===== config.mk =====
export PLATFORM = sky130hd
export DESIGN_NAME = vga_text_line_plotter
export DESIGN_NICKNAME = d
export VERILOG_FILES = /design/src/rtl/vga_text_pkg.sv /design/src/rtl/vga_text_line_plotter_glyph.sv /design/src/rtl/vga_text_line_plotter.sv
export SDC_FILE = /design/constraint.sdc
export NUM_CORES = 1
export LEC_CHECK = 0
export ABC_AREA = 1
export BUFFER_PORTS_ARGS = -buffer_cell sky130_fd_sc_hd__clkbuf_2
export CAP_MARGIN = 20
export CELL_PAD_IN_SITES_DETAIL_PLACEMENT = 1
export CELL_PAD_IN_SITES_GLOBAL_PLACEMENT = 1
export CORE_ASPECT_RATIO = 1.2
export CORE_MARGIN = 5
export CORE_UTILIZATION = 38
export DETAILED_ROUTE_END_ITERATION = 16
export PLACE_DENSITY = 0.89
export SYNTH_ARGS = -nofsm -noshare
export SYNTH_HDL_FRONTEND = slang
export SYNTH_SLANG_ARGS = --single-unit

===== constraint.sdc =====
create_clock -name clk -period 3 [get_ports clk]
set_input_delay 0.6 -clock clk [delete_from_list [all_inputs] [get_ports clk]]
set_output_delay 0.6 -clock clk [all_outputs]
set_load 0.05 [all_outputs]

===== src/rtl/vga_text_pkg.sv =====
// vga_text_pkg: state encoding and default constants shared by the text line plotter.
package vga_text_pkg;
   typedef enum logic [2:0] {IDLE, LOAD, ISSUE, WAIT, NEXT} state_t;
   localparam logic [5:0] COL_DONE_DEF   = 6'h0C;
   localparam logic [5:0] COL_CURSOR_DEF = 6'h3F;
   localparam logic [5:0] COL_TODO_DEF   = 6'h15;
   localparam int PITCH_DEF = 24;
endpackage


===== src/rtl/vga_text_line_plotter_glyph.sv =====
// vga_text_line_plotter_glyph: glyph payload (code, x, colour) for character index idx.
module vga_text_line_plotter_glyph #(
   parameter int MAX_CHARS = 12,
   parameter int X_W = 9,
   parameter int COL_W = 6,
   parameter int PITCH = 24,
   parameter int IW = 4,
   parameter logic [COL_W-1:0] COL_DONE = '0,
   parameter logic [COL_W-1:0] COL_CURSOR = '0,
   parameter logic [COL_W-1:0] COL_TODO = '0
) (
   input  logic [MAX_CHARS*8-1:0] seq,
   input  logic [IW-1:0]          idx,
   input  logic [7:0]             cursor,
   input  logic [X_W-1:0]         x0,
   output logic [7:0]             code,
   output logic [X_W-1:0]         x,
   output logic [COL_W-1:0]       colour
);
   always_comb begin
      code = '0;
      for (int k = 0; k < MAX_CHARS; k++)
         if (idx == IW'(k)) code = seq[8*(MAX_CHARS-1-k) +: 8];
   end
   // x wraps modulo 2^X_W by truncation
   assign x = x0 + X_W'(int'(idx) * PITCH);
   assign colour = 8'(idx) < cursor ? COL_DONE : 8'(idx) == cursor ? COL_CURSOR : COL_TODO;
endmodule


===== src/rtl/vga_text_line_plotter.sv =====
// vga_text_line_plotter: issues one glyph request per character of a text line
// over the chr_* handshake, colouring characters relative to the cursor.
module vga_text_line_plotter
   import vga_text_pkg::*;
#(
   parameter int MAX_CHARS = 12,
   parameter int X_W = 9,
   parameter int Y_W = 9,
   parameter int COL_W = 6,
   parameter int PITCH = PITCH_DEF,
   parameter logic [COL_W-1:0] COL_DONE = COL_W'(COL_DONE_DEF),
   parameter logic [COL_W-1:0] COL_CURSOR = COL_W'(COL_CURSOR_DEF),
   parameter logic [COL_W-1:0] COL_TODO = COL_W'(COL_TODO_DEF)
) (
   input  logic                   clk,
   input  logic                   rst_n,
   input  logic                   start,
   input  logic                   abort,
   input  logic [7:0]             num_char,
   input  logic [MAX_CHARS*8-1:0] seq,
   input  logic [7:0]             cursor,
   input  logic [X_W-1:0]         x_start,
   input  logic [Y_W-1:0]         y_start,
   output logic                   ready,
   output logic                   done,
   output logic                   chr_valid,
   output logic [7:0]             chr_code,
   output logic [X_W-1:0]         chr_x,
   output logic [Y_W-1:0]         chr_y,
   output logic [COL_W-1:0]       chr_colour,
   input  logic                   chr_ready,
   input  logic                   chr_done
);
   localparam int IW = $clog2(MAX_CHARS + 1);
   localparam logic [7:0] MAX8 = 8'(MAX_CHARS);

   state_t                 state;
   logic [IW-1:0]          i, n_r;
   logic [MAX_CHARS*8-1:0] seq_r;
   logic [7:0]             cur_r;
   logic [X_W-1:0]         x_r;
   logic [Y_W-1:0]         y_r;
   logic [7:0]             g_code;
   logic [X_W-1:0]         g_x;
   logic [COL_W-1:0]       g_col;

   vga_text_line_plotter_glyph #(
      .MAX_CHARS(MAX_CHARS), .X_W(X_W), .COL_W(COL_W), .PITCH(PITCH), .IW(IW),
      .COL_DONE(COL_DONE), .COL_CURSOR(COL_CURSOR), .COL_TODO(COL_TODO)
   ) u_glyph (
      .seq(seq_r), .idx(i), .cursor(cur_r), .x0(x_r),
      .code(g_code), .x(g_x), .colour(g_col)
   );

   always_ff @(posedge clk) begin
      if (!rst_n) begin
         state      <= IDLE;
         ready      <= 1'b1;
         done       <= 1'b0;
         chr_valid  <= 1'b0;
         chr_code   <= '0;
         chr_x      <= '0;
         chr_y      <= '0;
         chr_colour <= '0;
         i          <= '0;
         n_r        <= '0;
         seq_r      <= '0;
         cur_r      <= '0;
         x_r        <= '0;
         y_r        <= '0;
      end else begin
         done      <= 1'b0;
         chr_valid <= 1'b0;
         // abort outranks every other condition, including chr_done/chr_ready
         if (state != IDLE && abort) begin
            state <= IDLE;
            ready <= 1'b1;
         end else begin
            case (state)
               IDLE: if (start && !abort) begin
                  state <= LOAD;
                  ready <= 1'b0;
               end
               LOAD: begin
                  seq_r <= seq;
                  cur_r <= cursor;
                  x_r   <= x_start;
                  y_r   <= y_start;
                  i     <= '0;
                  n_r   <= num_char > MAX8 ? IW'(MAX_CHARS) : IW'(num_char);
                  if (num_char == 8'd0) begin
                     done  <= 1'b1;
                     state <= IDLE;
                     ready <= 1'b1;
                  end else state <= ISSUE;
               end
               ISSUE: if (chr_valid && chr_ready) state <= WAIT;
               else begin
                  chr_valid  <= 1'b1;
                  chr_code   <= g_code;
                  chr_x      <= g_x;
                  chr_y      <= y_r;
                  chr_colour <= g_col;
               end
               WAIT: if (chr_done) begin
                  if (i + IW'(1) < n_r) state <= NEXT;
                  else begin
                     done  <= 1'b1;
                     state <= IDLE;
                     ready <= 1'b1;
                  end
               end
               NEXT: begin
                  i     <= i + IW'(1);
                  state <= ISSUE;
               end
               default: begin
                  state <= IDLE;
                  ready <= 1'b1;
               end
            endcase
         end
      end
   end
endmodule


==> summary.txt, run 1 <==
Power
  • Combinational power share: 24.5%
  • Flop pwr share: 42.6%
  • Switching share of power: 34.3%
  • Clk pwr share: 32.9%
  • Net Sw Power: 2.24 mW
  • Pwr dens: 710 mW/mm2
  • Leakage power: 4.69 nW
  • Worst vdd ir: 0.000399 V
  • Internal power: 4.31 mW

Cells and area
  • Number of fill cells in the layout: 2,637
  • Register area: 0.00332 mm2
  • Area of the multi-input gates: 0.00373 mm2
  • Layout area overhead: 20.2%
  • Diode count: 0
  • Nets: 1,408
  • Layout cells sized above 1: 19.5%

Synthesis
  • Mapped Nets: 1,268
  • Number of synthesized register bits: 166
  • Post-synth EDFFs: 0
  • Seq/Total Area, Yosys: 43.3%
  • Yosys top cell by area: dfxtp_1
  • Post-Synthesis Cells: 1,109
  • Post-synth cell types: 42
  • Synthesized area: 0.00767 mm2
  • Asr flop ratio synth: 0%
  • Number of synthesis warnings: 0
  • Most frequent cell after synthesis: nor2_1
  • Top post-synthesis cells by area: dfxtp_1 43%, nor2_1 15%, o21ai_0 9.5%
  • Avg Inst Size Synth: 6.92 um2
  • Ys flop type: dfxtp_1
  • Post-synth top cells: 308 x nor2_1, 190 x nand2_1, 166 x dfxtp_1
  • Synth top area share: 43.3%

Global route
  • First-pass GRT wire length: 39,000 um
  • Largest net degree at the start of global routing: 145
  • Vias in the first global route: 8,110
  • Total grt overflow: 0
  • Initial antenna violation count: 0
  • Tot GR Track Use: 20.3%

Detailed routing
  • First-iteration detailed-routing DRC count: 258
  • Routed wire per std cell: 15.3 um
  • Routed WL: 23,300 um
  • Via density: 4.95
  • DRT Pass-1 Iters: 4
  • DRC violations left: 0
  • Post-route ant nets: 0
  • Via count: 7,554

STA
  • Relative slew slack: 48.8%
  • Post-route minimum period: 2.64 ns
  • Worst clock skew: 0.00787 ns
  • Hold Worst Slack: 0.395 ns
  • Hold Vio Cnt, Final: 0
  • Setup TNS: 0 ns
  • Final period util: 87.8%
  • Slew Limit Fails: 0
  • Setup Viol. Count Final: 0
  • Fmax: 0.379 GHz
  • RSZ-0062 raised after global routing: false
  • Measured slew at the worst slew-check pin: 0.768 ns

Place
  • GPL Wtd Cong: 0.834
  • Port Buf Inserts: 170
  • Hpwl dp: 17,000 um

Job
  • Max-cap violation count: 0

Clocking
  • Clock Sinks: 166
  • CTS tree: yes
  • Worst skew pair latency: 0.42 ns
  • CTS resizes: 0
  • CTS Root Cell: clkbuf_16
  • Worst-path clk slew: 0.07 ns
  • Bufs on Longest Clock Path: 2
  • Postcts setup bufs: 0
  • H-tree levels: 4
  • Inserted Clock Buffers: 17
  • Hold-fix buffers, CTS: 0

Status
  • Outcome: finished clean

Worst setup path
  • Crit. End Element: flip-flop
  • Crit start category: flip-flop
  • Register-to-Register Path Depth: 12
  • Reg2reg start: i[1]$_SDFFE_PN0P_
  • Worst Setup Path Type: reg -> reg
  • R2r endpoint: chr_x[8]$_SDFFE_PN0P_
  • Worst Path Required: 3.31 ns
  • CP Max Fanout: 7
  • Setup slack, reg-to-reg: 0.36 ns
  • WP data arrival: 2.95 ns

Hold path
  • HP Start: x_start[6]
  • Hold depth: 3
  • Hold Crit Class: in -> reg
  • Worst Hold End: x_r[6]$_SDFFE_PN0P_

Floorplan
  • # IOs: 171
  • Die height: 166 um
  • Cell Rows: 57
  • Die extent in x: 140 um
  • Initial core utilization: 38.3%
  • Core area: 0.0200 mm2
  • Die Footprint: 0.0231 mm2
## power by group through the flow
stage	clock (mW)	combinational [mW]	sequential (mW)
floorplan	0	0.952	2.96
global placement	0	1.54	2.82
detailed placement	0	1.61	2.83
CTS	2.20	1.63	2.79
global route	2.29	1.81	2.82
finish	2.15	1.60	2.79
## flip-flops by register name, summed over array words and instances (netlist names), 3 cells and up
| signal | count |
|---|---|
| seq_r | 96 |
| chr_x | 9 |
| chr_y | 9 |
| x_r | 9 |
| y_r | 9 |
| chr_code | 8 |
| cur_r | 8 |
| chr_colour | 4 |
| i | 4 |
| n_r | 4 |
| state | 3 |
## logic make-up (layout without fill, tap and decap cells)
| logic type | Yosys count | after routing | share of synthesized area [%] |
|---|---|---|---|
| simple gates | 562 | 562 | 29.4 |
| buf+inv | 142 | 293 | 8.12 |
| xor+xnor | 8 | 8 | 0.913 |
| flops | 166 | 166 | 43.3 |
| fa+ha+maj | 23 | 23 | 3.95 |
| compound gates | 208 | 208 | 14.3 |
## placed cells by master (no fill, tap or decap), types with 2 or more instances in the layout
master      synthesis  layout
or2_2               7       7
o211ai_1            2       2
clkinv_4            0       3
nand3_1            35      35
buf_4               7      12
ha_1               21      21
nor4_1              2       2
nand2_2             5       5
o21ai_1             2       2
fa_1                2       2
clkinvlp_4          0       3
clkbuf_2            0     169
dfxtp_1           166     166
inv_2               8       7
bufinv_16           0       2
clkinv_2            0       2
nor2_4              1       2
a21o_1              2       2
o221ai_1            2       2
xor2_1              7       7
clkbuf_16           0      17
a211oi_1            2       2
inv_6               1       2
o21ai_0           145     145
a21oi_2             8       8
nand2_4             2       2
a21oi_1            42      42
a31oi_1             2       2
inv_1              71      71
nor3_1              3       3
nor2_1            308     308
nand2_1           190     190
or2_0               2       2
## area by class of cell
| type | count | share of cell area [%] |
|---|---|---|
| timing repair buffer | 182 | 10.4 |
| tap | 265 | 3.59 |
| clock buffer | 19 | 4.80 |
| inverter | 81 | 3.38 |
| multi-input combinational | 801 | 40.5 |
| clock inverter | 11 | 1.38 |
| sequential | 166 | 36.0 |
## how the worst max path moves through the flow
stage / from / endpoint / depth (start not counted) / slack [ns]
after floorplan: i[1]$_SDFFE_PN0P_ / chr_x[8]$_SDFFE_PN0P_ / 12 / 0.65
after global placement: i[1]$_SDFFE_PN0P_ / chr_x[8]$_SDFFE_PN0P_ / 12 / 0.49
after detailed placement: i[1]$_SDFFE_PN0P_ / chr_x[8]$_SDFFE_PN0P_ / 12 / 0.36
after CTS: i[2]$_SDFFE_PN0P_ / chr_code[4]$_SDFFE_PN0P_ / 18 / 0.34
after global routing: i[2]$_SDFFE_PN0P_ / chr_code[4]$_SDFFE_PN0P_ / 18 / 0.09
final: i[1]$_SDFFE_PN0P_ / chr_x[8]$_SDFFE_PN0P_ / 12 / 0.36
## per-layer routing
| layer | track usage [%] | routed length [um] |
|---|---|---|
| met5 | 0 | 0 |
| met4 | 8.22 | 768 |
| met3 | 3.49 | 849 |
| met2 | 36.6 | 11900 |
| met1 | 23.5 | 9820 |
## critical path, stage by stage (launching register included)
cell,delay [ns]
dfxtp_1,0.49
ha_1,0.25
fa_1,0.43
ha_1,0.34
a21oi_1,0.16
and2_1,0.18
inv_1,0.05
a21oi_1,0.13
nor2_1,0.07
o21ai_0,0.16
nand2_1,0.07
o221ai_1,0.14
inv_1,0.06
## per-stage QoR
stage / std cells / cell area, um2 / power, mW / setup slack (ns) / utilization (%)
after floorplan: 1109 / 7670 / 3.92 / 0.654 / -
after global placement: 1495 / 8650 / 4.36 / 0.487 / 43.2
after detailed placement: 1495 / 8650 / 4.44 / 0.365 / 43.2
after CTS: 1525 / 9230 / 6.61 / 0.345 / 46.0
after global routing: 1525 / 9230 / 6.93 / 0.0921 / 46.0
final: 1525 / 9230 / 6.55 / 0.365 / 46.0
Power figures use the tool's default switching activity.
==> run 2: changes to the inputs <==
==> constraint.sdc (replaced) <==
create_clock -name clk -period 3 [get_ports clk]
set_input_delay 0.45 -clock clk [delete_from_list [all_inputs] [get_ports clk]]
set_output_delay 0.45 -clock clk [all_outputs]
set_load 0.05 [all_outputs]
==> run 2 against run 1 <==
  * Register-to-register slack got worse by 0.05 ns
  * Worst setup slack lost 0.053 ns
  * Largest power group unchanged
  * Clock power up 2%
  * Largest cell class unchanged
  * Critical endpoint unchanged
==> summary.txt, run 2 (synthesis gave the netlist of run 1 again) <==
Status
  • Outcome: finished clean

STA
  • Hold Vio Cnt, Final: 0 (unchanged)
  • Post-route minimum period: 2.69 ns (+0.0530 ns)
  • Setup Viol. Count Final: 0 (unchanged)
  • Final period util: 89.6% (+1.8 points)
  • RSZ-0062 raised after global routing: false
  • Setup WS post-layout: 0.312 ns (-0.0530 ns)
  • Fmax: 0.372 GHz (-2.0%)
  • Measured slew at the worst slew-check pin: 0.625 ns (-0.143 ns)
  • Setup TNS: 0 ns (unchanged)
  • Worst clock skew: 0.0158 ns (+0.00793 ns)
  • Relative slew slack: 58.3% (+9.5 points)
  • Slew Limit Fails: 0 (unchanged)

Place
  • Dpl ws: 0.334 ns (-0.0310 ns)
  • GPL Wtd Cong: 0.802 (-3.8%)
  • Port Buf Inserts: 170 (unchanged)
  • Hpwl dp: 16,900 um (-0.81%)

Detailed routing
  • DRC violations left: 0 (unchanged)
  • Routed wire per std cell: 15.1 um (-1.2%)
  • Routed WL: 23,100 um (-1.2%)
  • First-iteration detailed-routing DRC count: 362 (+40%)
  • DRT Pass-1 Iters: 5 (+1)
  • Post-route ant nets: 0 (unchanged)
  • Via density: 4.87 (-1.6%)
  • Via count: 7,434 (-1.6%)

Clocking
  • H-tree levels: 4 (unchanged)
  • CTS Root Cell: clkbuf_16
  • CTS resizes: 0 (unchanged)
  • CTS tree: yes
  • Postcts setup bufs: 0 (unchanged)
  • Worst-path clk slew: 0.07 ns (about the same)
  • Bufs on Longest Clock Path: 2 (unchanged)
  • Worst skew pair latency: 0.43 ns (about the same)
  • Inserted Clock Buffers: 17 (unchanged)
  • Clock Sinks: 166 (unchanged)
  • Hold-fix buffers, CTS: 0 (unchanged)

Floorplan
  • Die Footprint: 0.0231 mm2 (unchanged)
  • Core area: 0.0200 mm2 (unchanged)
  • # IOs: 171 (unchanged)
  • Die extent in x: 140 um (unchanged)
  • Die height: 166 um (unchanged)
  • Initial core utilization: 38.3% (unchanged)
  • Cell Rows: 57 (unchanged)

Worst setup path
  • Crit start category: flip-flop
  • WP data arrival: 3.00 ns (+0.05 ns)
  • Worst Setup Path Type: reg -> reg
  • Crit. End Element: flip-flop
  • Worst Path Required: 3.31 ns (about the same)
  • CP Max Fanout: 7 (unchanged)

Cells and area
  • Max reg flops: 96 (unchanged)
  • Diode count: 0 (unchanged)
  • Layout area overhead: 20.3% (about the same)
  • Nets: 1,406 (-0.14%)
  • Commonest non-fill, non-tap cell in the layout: nor2_1
  • Layout cells sized above 1: 19.6% (+0.079 points)
  • Reg with most FFs: seq_r
  • Most frequent cells in the layout: 308 x nor2_1, 190 x nand2_1, 169 x clkbuf_2

Global route
  • Busiest layer in global routing: met2
  • Initial antenna violation count: 0 (unchanged)
  • Vias in the first global route: 7,933 (-2.2%)
  • Total grt overflow: 0 (unchanged)
  • Met1 GRT Util: 23.6% (+0.11 points)
  • First-pass GRT wire length: 38,000 um (-2.7%)
  • Tot GR Track Use: 19.7% (-0.61 points)
  • Largest net degree at the start of global routing: 65 (-55%)
  • Met3 Use GR: 3.92% (+0.43 points)
  • GR Layer Usage met2: 35.1% (-1.6 points)

Power
  • Leakage power: 4.69 nW (about the same)
  • Switching share of power: 35.1% (+0.87 points)
  • Net Sw Power: 2.31 mW (+3.0%)
  • Combinational power share: 24.2% (-0.3 points)
  • Pwr dens: 713 mW/mm2 (+0.43%)
  • Clk pwr share: 33.5% (+0.6 points)
  • Flop pwr share: 42.4% (-0.2 points)
  • Internal power: 4.27 mW (-0.85%)
  • Worst vdd ir: 0.000408 V (+2.1%)

Job
  • Max-cap violation count: 0 (unchanged)

Hold path
  • Hold Crit Class: in -> reg
==> run 2: cell types whose count changed in the layout (fill, tap and decap cells not counted) <==
cell and delta:
clkinv_2 -2, bufinv_16 -1, clkbuf_1 -1, inv_8 +2, inv_6 +3, buf_4 -2
clkbuf_8 +1
==> run 2: critical path, stage by stage, from the launching register on <==
cell	delay (ns)
dfxtp_1	0.50
ha_1	0.25
fa_1	0.42
ha_1	0.35
a21oi_1	0.20
and2_1	0.18
inv_1	0.05
a21oi_1	0.14
nor2_1	0.07
o21ai_0	0.16
nand2_1	0.07
o221ai_1	0.15
inv_1	0.05
==> run 2: power by group through the flow <==
| stage | clock (mW) | combinational, mW | sequential (mW) |
|---|---|---|---|
| 2_1_floorplan | 0 | 0.952 | 2.96 |
| 3_3_place_gp | 0 | 1.53 | 2.82 |
| 3_5_place_dp | 0 | 1.59 | 2.83 |
| 4_1_cts | 2.25 | 1.61 | 2.79 |
| 5_1_grt | 2.35 | 1.79 | 2.82 |
| 6_report | 2.20 | 1.59 | 2.79 |
==> run 2: layout make-up <==
cell class,instances,area [um2]
Clock inverter,13,136
Fill cell,2645,10800
Inverter,81,312
Tap cell,265,332
Sequential cell,166,3320
Multi-Input combinational cell,801,3730
Timing Repair Buffer,180,941
Clock buffer,19,453
==> run 2: metrics by stage <==
stage | std cells | power [mW] | instance area [um2] | util, % | hold slack (ns)
after CTS | 1525 | 6.64 | 9230 | 46.1 | 0.225
after global routing | 1525 | 6.96 | 9230 | 46.1 | 0.236
after global placement | 1493 | 4.35 | 8640 | 43.1 | 0.442
after floorplan | 1109 | 3.92 | 7670 | - | 0.425
final | 1525 | 6.58 | 9230 | 46.1 | 0.240
after detailed placement | 1493 | 4.42 | 8640 | 43.1 | 0.454
==> run 2: worst paths after layout <==
check	start	slack (ns)	cells after the start	endpoint
setup / recovery	i[1]$_SDFFE_PN0P_	0.31	12	chr_x[8]$_SDFFE_PN0P_
setup reg to reg	i[1]$_SDFFE_PN0P_	0.31	12	chr_x[8]$_SDFFE_PN0P_
hold / removal	seq[31]	0.24	3	seq_r[31]$_SDFFE_PN0P_
hold reg to reg	seq_r[7]$_SDFFE_PN0P_	0.47	2	seq_r[7]$_SDFFE_PN0P_
==> run 2: routing by layer <==
layer	vias up	part of all wire (%)
met3	39	3.5
li1	3778	-
met5	-	0
met2	144	50
met1	3473	44
met4	0	2.2
